[config.mk]
export PLATFORM = sky130hd
export DESIGN_NAME = hamming_codec_arbiter
export DESIGN_NICKNAME = d
export VERILOG_FILES = /design/src/rtl/hamming_codec_arbiter.sv
export SDC_FILE = /design/constraint.sdc
export NUM_CORES = 1
export LEC_CHECK = 0
export ABC_CLOCK_PERIOD_IN_PS = 6000
export CAP_MARGIN = 0
export CORE_MARGIN = 4
export CORE_UTILIZATION = 36
export CTS_CLUSTER_DIAMETER = 100
export CTS_CLUSTER_SIZE = 20
export DETAILED_ROUTE_END_ITERATION = 6
export PLACE_DENSITY = 0.74
export SYNTH_ARGS = -nofsm -noshare
export SYNTH_HDL_FRONTEND = slang
export SYNTH_SLANG_ARGS = --single-unit
[constraint.sdc]
create_clock -name clk -period 6 [get_ports clk]
set_clock_uncertainty 0.05 [all_clocks]
set_input_delay 1.2 -clock clk [delete_from_list [all_inputs] [get_ports clk]]
set_output_delay 1.2 -clock clk [all_outputs]
set_load 0.03 [all_outputs]
[src/rtl/hamming_codec_arbiter.sv]
// hamming_codec_arbiter
//
// Shares one Hamming(7,4) encode/decode datapath between two requesters.
// An encode request turns a byte into two 7-bit codewords. A decode request
// turns two codewords into a corrected byte. The codec handles the low half
// in one cycle and the high half in the next.
//
// Ports:
//   clk, rst             clock, synchronous active-high reset
//   reqN_valid/op/data   request from requester N (op 0 = encode, 1 = decode)
//   reqN_ready           request N accepted this cycle (combinational)
//   rsp_valid/ready      response handshake
//   rsp_id/op/data/err   response payload, held stable while rsp_valid && !rsp_ready
//   busy                 FSM is not idle
//   err_count            saturating count of corrected codewords
//   clr_count            synchronous clear of err_count (wins over increment)
//
// Handshake: a transfer happens on a rising edge where valid && ready are both
// high. reqN_ready is only high in IDLE for the granted, valid requester. Once
// raised, rsp_valid and the rsp_* payload stay unchanged until the edge where
// rsp_ready is also high.
module hamming_codec_arbiter #(
    parameter int CNT_W = 8
) (
    input  logic             clk,
    input  logic             rst,
    input  logic             req0_valid,
    input  logic             req0_op,
    input  logic [13:0]      req0_data,
    output logic             req0_ready,
    input  logic             req1_valid,
    input  logic             req1_op,
    input  logic [13:0]      req1_data,
    output logic             req1_ready,
    output logic             rsp_valid,
    input  logic             rsp_ready,
    output logic             rsp_id,
    output logic             rsp_op,
    output logic [13:0]      rsp_data,
    output logic [1:0]       rsp_err,
    output logic             busy,
    output logic [CNT_W-1:0] err_count,
    input  logic             clr_count
);

    typedef enum logic [1:0] {
        IDLE = 2'd0,
        LO   = 2'd1,
        HI   = 2'd2,
        RESP = 2'd3
    } state_t;

    state_t             state_q, state_d;
    logic               last_grant_q, last_grant_d;
    logic               op_q, op_d;
    logic               id_q, id_d;
    logic [13:0]        data_q, data_d;
    logic [13:0]        rsp_data_q, rsp_data_d;
    logic [1:0]         rsp_err_q, rsp_err_d;
    logic [CNT_W-1:0]   err_count_q, err_count_d;

    logic               grant;
    logic               any_valid;
    logic               sel_hi;
    logic [3:0]         enc_nib;
    logic [6:0]         enc_cw;
    logic [6:0]         dec_in;
    logic [2:0]         syn;
    logic [6:0]         fixed_cw;
    logic [3:0]         dec_nib;
    logic               corrected;
    logic               cnt_inc;

    // Arbitration: on contention the requester that did not win last time
    // gets the grant; otherwise the single valid requester wins.
    assign any_valid = req0_valid | req1_valid;
    assign grant     = (req0_valid && req1_valid) ? ~last_grant_q : req1_valid;

    assign req0_ready = (state_q == IDLE) && req0_valid && (grant == 1'b0);
    assign req1_ready = (state_q == IDLE) && req1_valid && (grant == 1'b1);

    // Single codec, fed by a half-select mux on the captured operand.
    assign sel_hi  = (state_q == HI);
    assign enc_nib = sel_hi ? data_q[7:4]  : data_q[3:0];
    assign dec_in  = sel_hi ? data_q[13:7] : data_q[6:0];

    // Codeword layout {d3,d2,d1,p2,d0,p1,p0}.
    assign enc_cw = {enc_nib[3], enc_nib[2], enc_nib[1],
                     enc_nib[1] ^ enc_nib[2] ^ enc_nib[3],
                     enc_nib[0],
                     enc_nib[0] ^ enc_nib[2] ^ enc_nib[3],
                     enc_nib[0] ^ enc_nib[1] ^ enc_nib[3]};

    assign syn[0] = dec_in[0] ^ dec_in[2] ^ dec_in[4] ^ dec_in[6];
    assign syn[1] = dec_in[1] ^ dec_in[2] ^ dec_in[5] ^ dec_in[6];
    assign syn[2] = dec_in[3] ^ dec_in[4] ^ dec_in[5] ^ dec_in[6];
    assign corrected = (syn != 3'd0);

    // The syndrome is the 1-based position of the flipped bit.
    always_comb begin
        fixed_cw = dec_in;
        if (corrected) begin
            fixed_cw[syn - 3'd1] = ~dec_in[syn - 3'd1];
        end
    end

    assign dec_nib = {fixed_cw[6], fixed_cw[5], fixed_cw[4], fixed_cw[2]};

    always_comb begin
        state_d      = state_q;
        last_grant_d = last_grant_q;
        op_d         = op_q;
        id_d         = id_q;
        data_d       = data_q;
        rsp_data_d   = rsp_data_q;
        rsp_err_d    = rsp_err_q;
        cnt_inc      = 1'b0;
        case (state_q)
            IDLE: begin
                if (any_valid) begin
                    state_d      = LO;
                    id_d         = grant;
                    last_grant_d = grant;
                    op_d         = grant ? req1_op   : req0_op;
                    data_d       = grant ? req1_data : req0_data;
                    // Clear the payload so unused bits read as zero.
                    rsp_data_d   = '0;
                    rsp_err_d    = '0;
                end
            end
            LO: begin
                if (op_q) begin
                    rsp_data_d[3:0] = dec_nib;
                    rsp_err_d[0]    = corrected;
                    cnt_inc         = corrected;
                end else begin
                    rsp_data_d[6:0] = enc_cw;
                end
                state_d = HI;
            end
            HI: begin
                if (op_q) begin
                    rsp_data_d[7:4] = dec_nib;
                    rsp_err_d[1]    = corrected;
                    cnt_inc         = corrected;
                end else begin
                    rsp_data_d[13:7] = enc_cw;
                end
                state_d = RESP;
            end
            RESP: begin
                if (rsp_ready) begin
                    state_d = IDLE;
                end
            end
            default: state_d = IDLE;
        endcase
    end

    always_comb begin
        err_count_d = err_count_q;
        if (clr_count) begin
            err_count_d = '0;
        end else if (cnt_inc && (err_count_q != {CNT_W{1'b1}})) begin
            err_count_d = err_count_q + 1'b1;
        end
    end

    always_ff @(posedge clk) begin
        if (rst) begin
            state_q      <= IDLE;
            last_grant_q <= 1'b1;
            op_q         <= 1'b0;
            id_q         <= 1'b0;
            data_q       <= '0;
            rsp_data_q   <= '0;
            rsp_err_q    <= '0;
            err_count_q  <= '0;
        end else begin
            state_q      <= state_d;
            last_grant_q <= last_grant_d;
            op_q         <= op_d;
            id_q         <= id_d;
            data_q       <= data_d;
            rsp_data_q   <= rsp_data_d;
            rsp_err_q    <= rsp_err_d;
            err_count_q  <= err_count_d;
        end
    end

    assign rsp_valid = (state_q == RESP);
    assign rsp_id    = id_q;
    assign rsp_op    = op_q;
    assign rsp_data  = rsp_data_q;
    assign rsp_err   = rsp_err_q;
    assign busy      = (state_q != IDLE);
    assign err_count = err_count_q;

endmodule
# Yosys cells after proc, flatten, opt, wreduce, memory -nomap -nowiden
# Cells that the tools add are included.
# op_classes
reduce_logical,23
order_cmp,2
n_addsub,2
eq_ne,10
bitwise_logic,19
muxes,29
# ops
cell,n
$mux W14,2
$xor A1 B1 Y1,15
$mux W7,2
$pmux W7 S2,1
$ne A2 B2 Y1 const B,5
$pmux W3 S3,1
$reduce_and A3 Y1,3
$add A8 B1 Y8 const B,1
$mux W1,8
$mux W4,2
$ne A8 B8 Y1 const B,1
$pmux W2 S4,1
$pmux W4 S2,1
$reduce_and A2 Y1,4
$bwmux W7,1
$logic_and A1 B1 Y1,7
$mux W2,3
$mux W3,2
$mux W6,1
$reduce_bool A2 Y1,3
$reduce_bool A3 Y1,2
$eq A2 B2 Y1 const B,2
$lt A3 B4 Y1 const B,1
$pmux W1 S2,2
11 further kinds,14
# word_totals
output_inout_bits,30
inputBits,36
wordCells,97
ff_bits,43

# Longest topological paths before layout
# Gate-level depths: netlist of the first run.
# logic_depth
depth_word,14
depth_mapped,17
ltp_nobuf,14

# Worst setup path after synthesis of the first run
# OpenSTA, ideal clock, no wires.
# synth_timing
path_kind,register -> register
start,register state_q[0]
end,register err_count_q[5] (netlist: err_count[5])
setup_ps,124
period_less_slack_ps,3611
slack_ps,2389
arrival_time_ps,3437
path_buffers,3
stages_incl_launch_ff,18
required_time_ps,5826
cell_sequence,dfxtp_1 > inv_1 > ha_1 > buf_6 > buf_2 > mux2i_1 > xnor2_1 > xnor2_1 > ha_1 > buf_2 > and2_1 > ha_1 > nand3b_1 > a41oi_1 > and3_1 > nand4_1 > xor2_1 > nor2_1
# synth_via
elab_chain_cells,9
elab_cells_between_ends,17
classes_between,eq/ne (2); mux (3); bitwise (9); reduce/logical (3)
# synth_rtl
element,line_no,text
"start, declared",53,"state_t state_q, state_d;"
"start signal, assigned",180,state_q <= state_d;
$eq A2 B2 Y1,"83, 118",
$mux W7,85,assign dec_in = sel_hi ? data_q[13:7] : data_q[6:0];
$xor A1 B1 Y1 (on tied branches) (3 in a row),"94, 95, 96",
$reduce_bool A3 Y1,97,assign corrected = (syn != 3'd0);
$mux W1,"132, 142",
$mux W1 (*),--,
$logic_and A1 B1 Y1 (*),164,end else if (cnt_inc && (err_count_q != {CNT_W{1'b1}})) begin
"end signal, assigned",187,err_count_q <= err_count_d;
"end, declared",60,"logic [CNT_W-1:0] err_count_q, err_count_d;"
# Every way passes the cells marked *; elsewhere a longest branch is shown, timed or not.
# A chain may end at the register's enable or synchronous reset.

# Final worst setup path of the first run
# layout_timing
start,input req1_valid
end,output req1_ready
# layout_via
elab_chain_cells,3
elab_cells_between_ends,4
classes_between,mux (1); reduce/logical (3)
# layout_rtl
element,line_no,text
"start, declared",31,"input logic req1_valid,"
$logic_and A1 B1 Y1,77,assign grant = (req0_valid && req1_valid) ? ~last_grant_q : req1_valid;
$mux W1,77,
$logic_and A1 B1 Y1 (*),80,assign req1_ready = (state_q == IDLE) && req1_valid && (grant == 1'b1);
"end, declared",34,"output logic req1_ready,"
# Marks and branches as above.

==> impl_metrics.yaml, run 1 <==
timing:
  rsz0062_at_grt: "false"
  slew_violations: 0
  fin_ws_ns: 1.66
  setup_viol: 0
  fmax_ghz: 0.230
  fin_crit_sh_pct: 72.4
  hold_violations: 0
  worst_slew_pin_slew_ns: 1.07
  min_period_ns: 4.34
  slew_headroom_pct: 28.9
  setup_tns_ns: 0
critical_path:
  path_class: "primary input to primary output"
  r2r.worst_path.cells: 14
  r2r_slack_ns: 1.68
  r2r-end: "err_count[5]$_SDFFE_PP0P_"
  start_kind: "primary input"
  cp.required_ns: 4.75
  endpoint_kind: "primary output"
  reg2reg_from: "state_q[0]$_SDFFE_PP0P_"
  worstPathMaxFanout: 17
  crit_arrival_ns: 3.09
layout:
  area_growth_pct: 31.9
  antenna_cells: 0
  fin_nets: 396
  layout-drive-gt1-share_pct: 7.10
logic_synthesis:
  synth_area_mm2: 0.00256
  syn_avg_cell_area_um2: 8.74
  netlist_instances: 293
  ys_types: 49
  synth_edf_count: 0
  async_flop_share_pct: 0
  synth_fp_nets: 338
  synthTopCellsByCount: "nor2_1, dfxtp_1, mux2i_1"
  synth_most_common_cell: "nor2_1"
  yosys.area.top_type_share_pct: 33.6
  yosys_warnings: 0
  synth_top_cell_by_area: "dfxtp_1"
  ys_seq_elements: 43
  ys.flop_type: "dfxtp_1"
  yosysSeqAreaShare_pct: 33.6
  synthTopCellsByArea: "dfxtp_1, mux2i_1, nor2_1"
worst_hold_path:
  hp-class: "flop to flop"
  hold_depth: 2
  hold_end: "rsp_data[5]$_SDFFE_PP0P_"
  hold_start: "rsp_data[5]$_SDFFE_PP0P_"
cts:
  cts.repair.resized: 0
  clk_pin_slew_ns: 0.08
  clock_latency_ns: 0.30
  ctsHoldBuffers: 0
  cts_tree: "built"
  cts.sinks: 43
  root_buffer: "clkbuf_8"
  clockBufferDepth: 2
  h-tree-depth: 2
  cts_setup_buffers: 0
  cts_made_buffers: 5
floorplanning:
  pin_count: 66
  die_w_um: 92.3
  dieArea_mm2: 0.00853
  core_area_mm2: 0.00687
  die_height_um: 92.3
  rows: 30
  start_util_pct: 37.3
grt:
  grt_pass1_vias: 2243
  grt_overflow_total: 0
  grt_use_total_pct: 15.1
  grt_pass1_wl_um: 10600
  antenna_found_initial: 0
  grt_max_degree: 33
drt:
  drc_errors: 0
  ant_nets: 0
  wirelength_um: 6200
  wl_per_cell_um: 13.8
  firstDrtPassIters: 4
  vias_per_cell: 5.12
  vias: 2292
  initialDrtViolationCount: 156
power_and_ir_drop:
  power.density_mw_per_mm2: 525
  ir_worst_vdd_mv: 0.285
  leakagePower_nw: 1.26
placed_design:
  dp_hpwl_um: 4820
  pre_cts_ws_ns: 1.64
  port_buffers: 65
  gp_congestion: 0.868
flow_run:
  maxCapViolCount: 0
outcome:
  status: "finished, final reports clean"
==> worst max path at each step <==
stage          slack (ns)  cells past startpoint                    start                         to
3_5_place_dp         1.64                      5               req1_valid                 req1_ready
3_3_place_gp         1.71                      5               req1_valid                 req1_ready
2_1_floorplan        2.39                     17  state_q[0]$_SDFFE_PP0P_  err_count[5]$_SDFFE_PP0P_
5_1_grt              1.30                     14  state_q[0]$_SDFFE_PP0P_  err_count[5]$_SDFFE_PP0P_
4_1_cts              1.63                      5               req1_valid                 req1_ready
6_report             1.66                      5               req1_valid                 req1_ready
==> where the power goes <==
part	total, W	internal, W	switching [W]
Combinational	0.00110	0.000464	0.000638
Sequential	0.000444	0.000353	0.0000904
Clock	0.000228	0.000124	0.000104
==> kinds of logic (layout without fill, tap and decap cells) <==
kind of cell	Yosys count	after routing	synth area share (%)
xor+xnor	30	30	10.6
buf+inv	25	84	4.84
simple gates	95	95	16.2
mux	31	31	13.2
flops	43	43	33.6
compound gates	60	60	17.2
fa+ha+maj	9	9	4.40
==> layout by cell type, fill, tap and decap left out, types with 2 or more instances in the layout <==
cell type	n
clkdlybuf4s50_1	65
nor2_1	50
dfxtp_1	43
mux2i_1	25
nand2_1	22
xnor2_1	16
a211oi_1	16
xor2_1	13
o21ai_0	10
ha_1	9
a22oi_1	8
inv_1	7
a21oi_1	7
and2_1	5
nor3_1	5
clkbuf_8	5
nand3_1	3
buf_4	3
mux2_2	2
mux2_4	2
and3_1	2
o21a_1	2
o221ai_1	2
nand4_1	2
a32oi_1	2
==> critical path, stage by stage <==
cell	delay, ns
clkdlybuf4s50_1	0.52
a21boi_2	0.18
buf_4	0.28
and2_1	0.21
clkdlybuf4s50_1	0.70
==> sequential cells by signal, indices dropped and copies added, names as in the netlist <==
| name | count |
|---|---|
| err_count | 8 |
| rsp_op | 1 |
| rsp_err | 2 |
| state_q | 2 |
| rsp_id | 1 |
| last_grant_q | 1 |
| rsp_data | 14 |
| data_q | 14 |
==> routing by layer <==
| layer | vias up | share of wire, % | global-route usage, % |
|---|---|---|---|
| met5 | - | 0 | 0 |
| met4 | 0 | 1.8 | 4.33 |
| met3 | 10 | 8.9 | 4.31 |
| met2 | 88 | 45 | 25.3 |
| met1 | 1041 | 44 | 18.9 |
| li1 | 1153 | - | - |
==> cell type report <==
class	instances	area, um2
clock buffers	5	68.8
flip-flops and latches	43	861
fillers	661	3490
repair buffers	68	673
well taps	96	120
clock inverters	3	43.8
multi-input cells	225	1580
inverters	8	30.0
==> through the flow <==
stage	hold slack [ns]	utilization (%)	cells	power, W	cell area (um2)
floorplan	0.381	-	293	0.00129	2560
global placement	0.412	47.5	440	0.00151	3260
detailed placement	0.409	47.5	440	0.00154	3260
CTS	0.429	49.2	448	0.00178	3380
global route	0.469	49.2	448	0.00192	3380
finish	0.430	49.2	448	0.00177	3380
No activity file was read; power rests on OpenSTA's default activity.
==> run 2: changes to the inputs <==
Settings changed: ABC_CLOCK_PERIOD_IN_PS 6000 to 4560.
Clock period 6 ns to 4.56 ns, I/O delays scaled along.
==> run 2 against run 1 <==
  * Via count is 2.4% lower
  * Global-route usage is 0.72 points lower
  * Core utilization is 0.40 points higher
  * Largest power group unchanged
  * Flip-flop and latch count stayed put
  * Register-to-register slack worse by 0.87 ns
  * Critical path depth is 9 higher
  * Non-clock buffer count is 1 higher
  * Combinational power is 32% higher
==> impl_metrics.yaml, run 2 (same netlist as run 1, synthesis figures left out) <==
outcome:
  status: "finished, final reports clean"
critical_path:
  worstPathMaxFanout: 9
  path_class: "flop to flop"
  cp-startpoint: "state_q[0]$_SDFFE_PP0P_"
  path_cells: "inv_1, ha_1, mux2i_1, xnor2_1, xnor2_1, ha_1, and2_1, ha_1, nand3b_1, a41oi_1, and3_1, nand4_1, xor2_1, nor2_1"
  r2r.worst_path.cells: 14
  worst_path_most_repeated_cell: "ha_1"
  r2r-end: "err_count[5]$_SDFFE_PP0P_"
  cp_slowest_cell: "a41oi_1"
  reg2reg_from: "state_q[0]$_SDFFE_PP0P_"
  cp-endpoint: "err_count[5]$_SDFFE_PP0P_"
  cp.required_ns: 4.71
  crit_arrival_ns: 3.90
  endpoint_kind: "flop"
  slowest_delay_ns: 0.45
  r2r_slack_ns: 0.81
  start_kind: "flop"
cts:
  h-tree-depth: 2
  cts.sinks: 43
  ctsHoldBuffers: 0
  cts_setup_buffers: 0
  cts_tree: "built"
  cts.repair.resized: 0
  cts_made_buffers: 5
  clock_latency_ns: 0.30
  clockBufferDepth: 2
  clk_pin_slew_ns: 0.08
  root_buffer: "clkbuf_8"
timing:
  rsz0062_at_grt: "false"
  slew_violations: 0
  fin_crit_sh_pct: 82.3
  min_period_ns: 3.75
  setup_tns_ns: 0
  hold_violations: 0
  fmax_ghz: 0.267
  whs_ns: 0.427
  worst_slew_pin_slew_ns: 0.726
  setup_viol: 0
  slew_headroom_pct: 51.1
drt:
  firstDrtPassIters: 4
  vias: 2237
  wl_per_cell_um: 13.3
  vias_per_cell: 4.98
  drc_errors: 0
  ant_nets: 0
  wirelength_um: 5970
  initialDrtViolationCount: 146
placed_design:
  dp_hpwl_um: 4800
  place_area_mm2: 0.00327
  port_buffers: 65
  gp_congestion: 0.877
floorplanning:
  die_height_um: 92.3
  core_area_mm2: 0.00687
  rows: 30
  die_w_um: 92.3
  start_util_pct: 37.3
  pin_count: 66
  dieArea_mm2: 0.00853
layout:
  antenna_cells: 0
  fin_area_mm2: 0.00340
  layout_commonest_cell: "clkdlybuf4s50_1"
  nFillCells: 675
  seqCellArea_um2: 861
  final_cell_mix: "clkdlybuf4s50_1, nor2_1, dfxtp_1"
  multi_input_area_mm2: 0.00158
  fin_nets: 397
  area_growth_pct: 32.9
  layout-drive-gt1-share_pct: 7.08
worst_hold_path:
  hp-class: "flop to flop"
grt:
  grt_pass1_wl_um: 10200
  grt_pass1_vias: 2178
  grt_use_total_pct: 14.4
  grt_max_degree: 33
  antenna_found_initial: 0
  grt_overflow_total: 0
power_and_ir_drop:
  power.density_mw_per_mm2: 700
  leakagePower_nw: 1.27
  ir_worst_vdd_mv: 0.401
flow_run:
  maxCapViolCount: 0
## run 2: cell count changes in the layout (fill, tap and decap cells not counted)
cell | previous run | this run
clkbuf_1 | 0 | 1
clkinv_2 | 1 | 0
bufinv_16 | 1 | 2
buf_4 | 3 | 4
clkinv_4 | 1 | 0
## run 2: how the worst min path moves through the flow
stage	start	endpoint	slack (ns)	depth (start not counted)
after floorplan	last_grant_q$_SDFFE_PP1P_	last_grant_q$_SDFFE_PP1P_	0.38	1
after global placement	rsp_data[5]$_SDFFE_PP0P_	rsp_data[5]$_SDFFE_PP0P_	0.41	2
after detailed placement	rsp_data[5]$_SDFFE_PP0P_	rsp_data[5]$_SDFFE_PP0P_	0.42	2
after CTS	rsp_data[5]$_SDFFE_PP0P_	rsp_data[5]$_SDFFE_PP0P_	0.44	2
after global routing	last_grant_q$_SDFFE_PP1P_	last_grant_q$_SDFFE_PP1P_	0.47	1
final	rsp_data[5]$_SDFFE_PP0P_	rsp_data[5]$_SDFFE_PP0P_	0.43	2
## run 2: power by group
| part | total, W | switching [W] | internal (W) |
|---|---|---|---|
| Sequential | 0.000581 | 0.000116 | 0.000465 |
| Combinational | 0.00145 | 0.000839 | 0.000613 |
| Clock | 0.000350 | 0.000131 | 0.000219 |
## run 2: per-layer routing
metal	track usage (%)	vias to the layer above	wire, um
met5	0	-	0
met4	2.60	0	40
met3	3.25	5	458
met2	24.3	80	2660
met1	19.0	1006	2810
li1	-	1146	-
## run 2: worst max-delay path, delay by kind of cell, from the launching register on
family	cells	cell delay, ns
XOR/XNOR	3	0.46
adder cells (fa/ha/maj)	3	0.95
flip-flops	1	0.36
AO/OA/AOI/OAI	1	0.45
AND/OR/NAND/NOR	5	0.82
multiplexers	1	0.42
buffers and inverters	1	0.12
## run 2: area by class of cell
cell class                      instances  share of cell area (%)
Multi-Input combinational cell        225                    46.4
Sequential cell                        43                    25.3
Timing Repair Buffer                   69                    20.0
Tap cell                               96                    3.53
Clock buffer                            6                    2.13
Clock inverter                          2                    1.76
Inverter                                8                   0.882
## run 2: metrics by stage
step	setup slack [ns]	utilization (%)	std cells	power (W)
global placement	0.844	47.6	441	0.00200
CTS	0.781	49.6	449	0.00238
floorplan	0.949	-	293	0.00169
finish	0.808	49.6	449	0.00238
global route	0.456	49.6	449	0.00259
detailed placement	0.809	47.6	441	0.00202
==> run 3: changes to the inputs <==
Settings changed: ABC_CLOCK_PERIOD_IN_PS 4560 to 3100, PLACE_DENSITY 0.74 to 0.76.
Clock period 4.56 ns to 3.1 ns, I/O delays scaled along.
==> run 3 against run 2 <==
  * Worst setup slack lost 0.68 ns
  * Via count grew 1.9%
  * Sequential share of layout area shrank 1.0 points
  * Cell count grew 3.1%
  * Non-clock buffer count grew 15
  * Critical path depth shrank 10
  * Clock power grew 23%
  * First-iteration DRC count shrank 41%
  * Hold slack gained 0.020 ns
  * Wire length grew 6.0%
  * Critical endpoint is now req1_ready
  * Largest cell class unchanged
  * Largest power group unchanged
  * Highest routed layer unchanged
==> impl_metrics.yaml, run 3 (same netlist as run 1, synthesis figures left out) <==
layout:
  fin_cells: 463
  layout-drive-gt1-share_pct: 14.2
  antenna_cells: 0
  layout_commonest_cell: "clkdlybuf4s50_1"
  final_cell_mix: "clkdlybuf4s50_1, nor2_1, dfxtp_1"
  nFillCells: 665
  fin_area_mm2: 0.00357
  seqCellArea_um2: 866
  fin_nets: 412
  area_growth_pct: 39.4
  multi_input_area_mm2: 0.00165
  post-route-util_pct: 52.0
critical_path:
  start_kind: "primary input"
  cp.buffers_inverters: 2
  path_cells: "clkdlybuf4s50_1, a21boi_2, and2_1, clkdlybuf4s50_1"
  cp_slowest_cell: "clkdlybuf4s50_1"
  cp.required_ns: 2.43
  slowest_delay_ns: 0.69
  endpoint_kind: "primary output"
  path_class: "primary input to primary output"
  worst_path_most_repeated_cell: "clkdlybuf4s50_1"
  worstPathMaxFanout: 4
  crit_arrival_ns: 2.30
  cp_top_family: "buffers and inverters"
cts:
  cts_made_buffers: 5
  clockBufferDepth: 2
  clk_pin_slew_ns: 0.08
  cts.sinks: 43
  clock_latency_ns: 0.30
  cts_tree: "built"
  root_buffer: "clkbuf_8"
  h-tree-depth: 2
power_and_ir_drop:
  p_seq_share_pct: 21.9
  ir_worst_vdd_mv: 0.472
  intPower_w: 0.00213
  p_sw_share_pct: 44.8
  power.density_mw_per_mm2: 1080
  netSwitchingPower_w: 0.00173
  total_power_w: 0.00387
  p_comb_share_pct: 67.0
  pwr-share-clk_pct: 11.1
  leakagePower_nw: 1.35
floorplanning:
  die_height_um: 92.3
  rows: 30
  dieArea_mm2: 0.00853
  pin_count: 66
  core_area_mm2: 0.00687
  start_util_pct: 37.3
  die_w_um: 92.3
timing:
  fin_crit_sh_pct: 95.8
  slew_headroom_pct: 53.4
  slew_violations: 0
  setup_viol: 0
  whs_ns: 0.447
  fmax_ghz: 0.337
  min_period_ns: 2.97
  hold_violations: 0
  worst_slew_pin_slew_ns: 0.692
placed_design:
  dp_cells: 451
  dp_hpwl_um: 4970
  gp_congestion: 0.824
  port_buffers: 65
  place_area_mm2: 0.00340
flow_run:
  maxCapViolCount: 0
drt:
  vias_per_cell: 4.92
  wl_per_cell_um: 13.7
  initialDrtViolationCount: 86
  drc_errors: 0
  wirelength_um: 6330
  ant_nets: 0
  vias: 2280
  firstDrtPassIters: 4
grt:
  grt_max_degree: 32
  grt_pass1_vias: 2230
  grt_pass1_wl_um: 10700
  grt_overflow_total: 0
  antenna_found_initial: 0
  grt_use_total_pct: 15.4
worst_hold_path:
  hp-class: "flop to flop"
outcome:
  status: "finished, final reports clean"
## run 3: cell types whose count changed in the layout (fill, tap and decap cells not counted), moves of 2 or more
cell     change
ha_1         -2
dfxtp_1      -2
xnor2_2      +2
xnor2_1      -2
buf_4       +15
ha_4         +2
## run 3: metrics by stage
step	setup TNS [ns]	worst slack [ns]
after global placement	0	0.169
after CTS	0	0.0120
after global routing	-0.0181	-0.0181
final	0	0.131
after detailed placement	0	0.118
after floorplan	-0.135	-0.0723
## run 3: path summary, 6_finish.rpt
check / startpoint / endpoint / slack [ns] / cells after the start
worst max-delay path: req1_valid / req1_ready / 0.13 / 4
worst min-delay path: rsp_data[0]$_SDFFE_PP0P_ / rsp_data[0]$_SDFFE_PP0P_ / 0.45 / 2
worst max register to register: state_q[0]$_SDFFE_PP0P_ / err_count[5]$_SDFFE_PP0P_ / 0.14 / 14
worst min register to register: rsp_data[0]$_SDFFE_PP0P_ / rsp_data[0]$_SDFFE_PP0P_ / 0.45 / 2
## run 3: area by class of cell
class | count | area share, %
tap | 96 | 3.36
clock inverter | 2 | 1.05
multi-input combinational | 225 | 46.3
inverter | 8 | 0.911
clock buffer | 5 | 1.93
timing repair buffer | 84 | 22.2
sequential | 43 | 24.2
## run 3: repair_timing
item / 4_1_cts / 5_1_grt
endpoints found under the setup margin: 0 / 6
resized for setup: 0 / 5
hold buffers: 0 / 0
buffers inserted: 0 / 5
## run 3: power by group through the flow
stage          registers (W)  clock network, W  logic (W)
3_5_place_dp        0.000861                 0    0.00246
3_3_place_gp        0.000856                 0    0.00240
4_1_cts             0.000847          0.000437    0.00248
6_report            0.000847          0.000430    0.00259
2_1_floorplan       0.000897                 0    0.00178
5_1_grt             0.000872          0.000456    0.00284
## run 3: layer usage
metal  track usage, %  routed length [um]  up-vias
met5                0                   0        -
met2             25.2                2840       73
met1             21.0                3000     1015
met4             3.59                  80        0
met3             3.09                 407        9
li1                 -                   -     1183
## run 3: worst min-delay path, stage by stage, from the launching register on
cell	delay [ns]
dfxtp_1	0.33
a22oi_1	0.07
o21ai_0	0.06
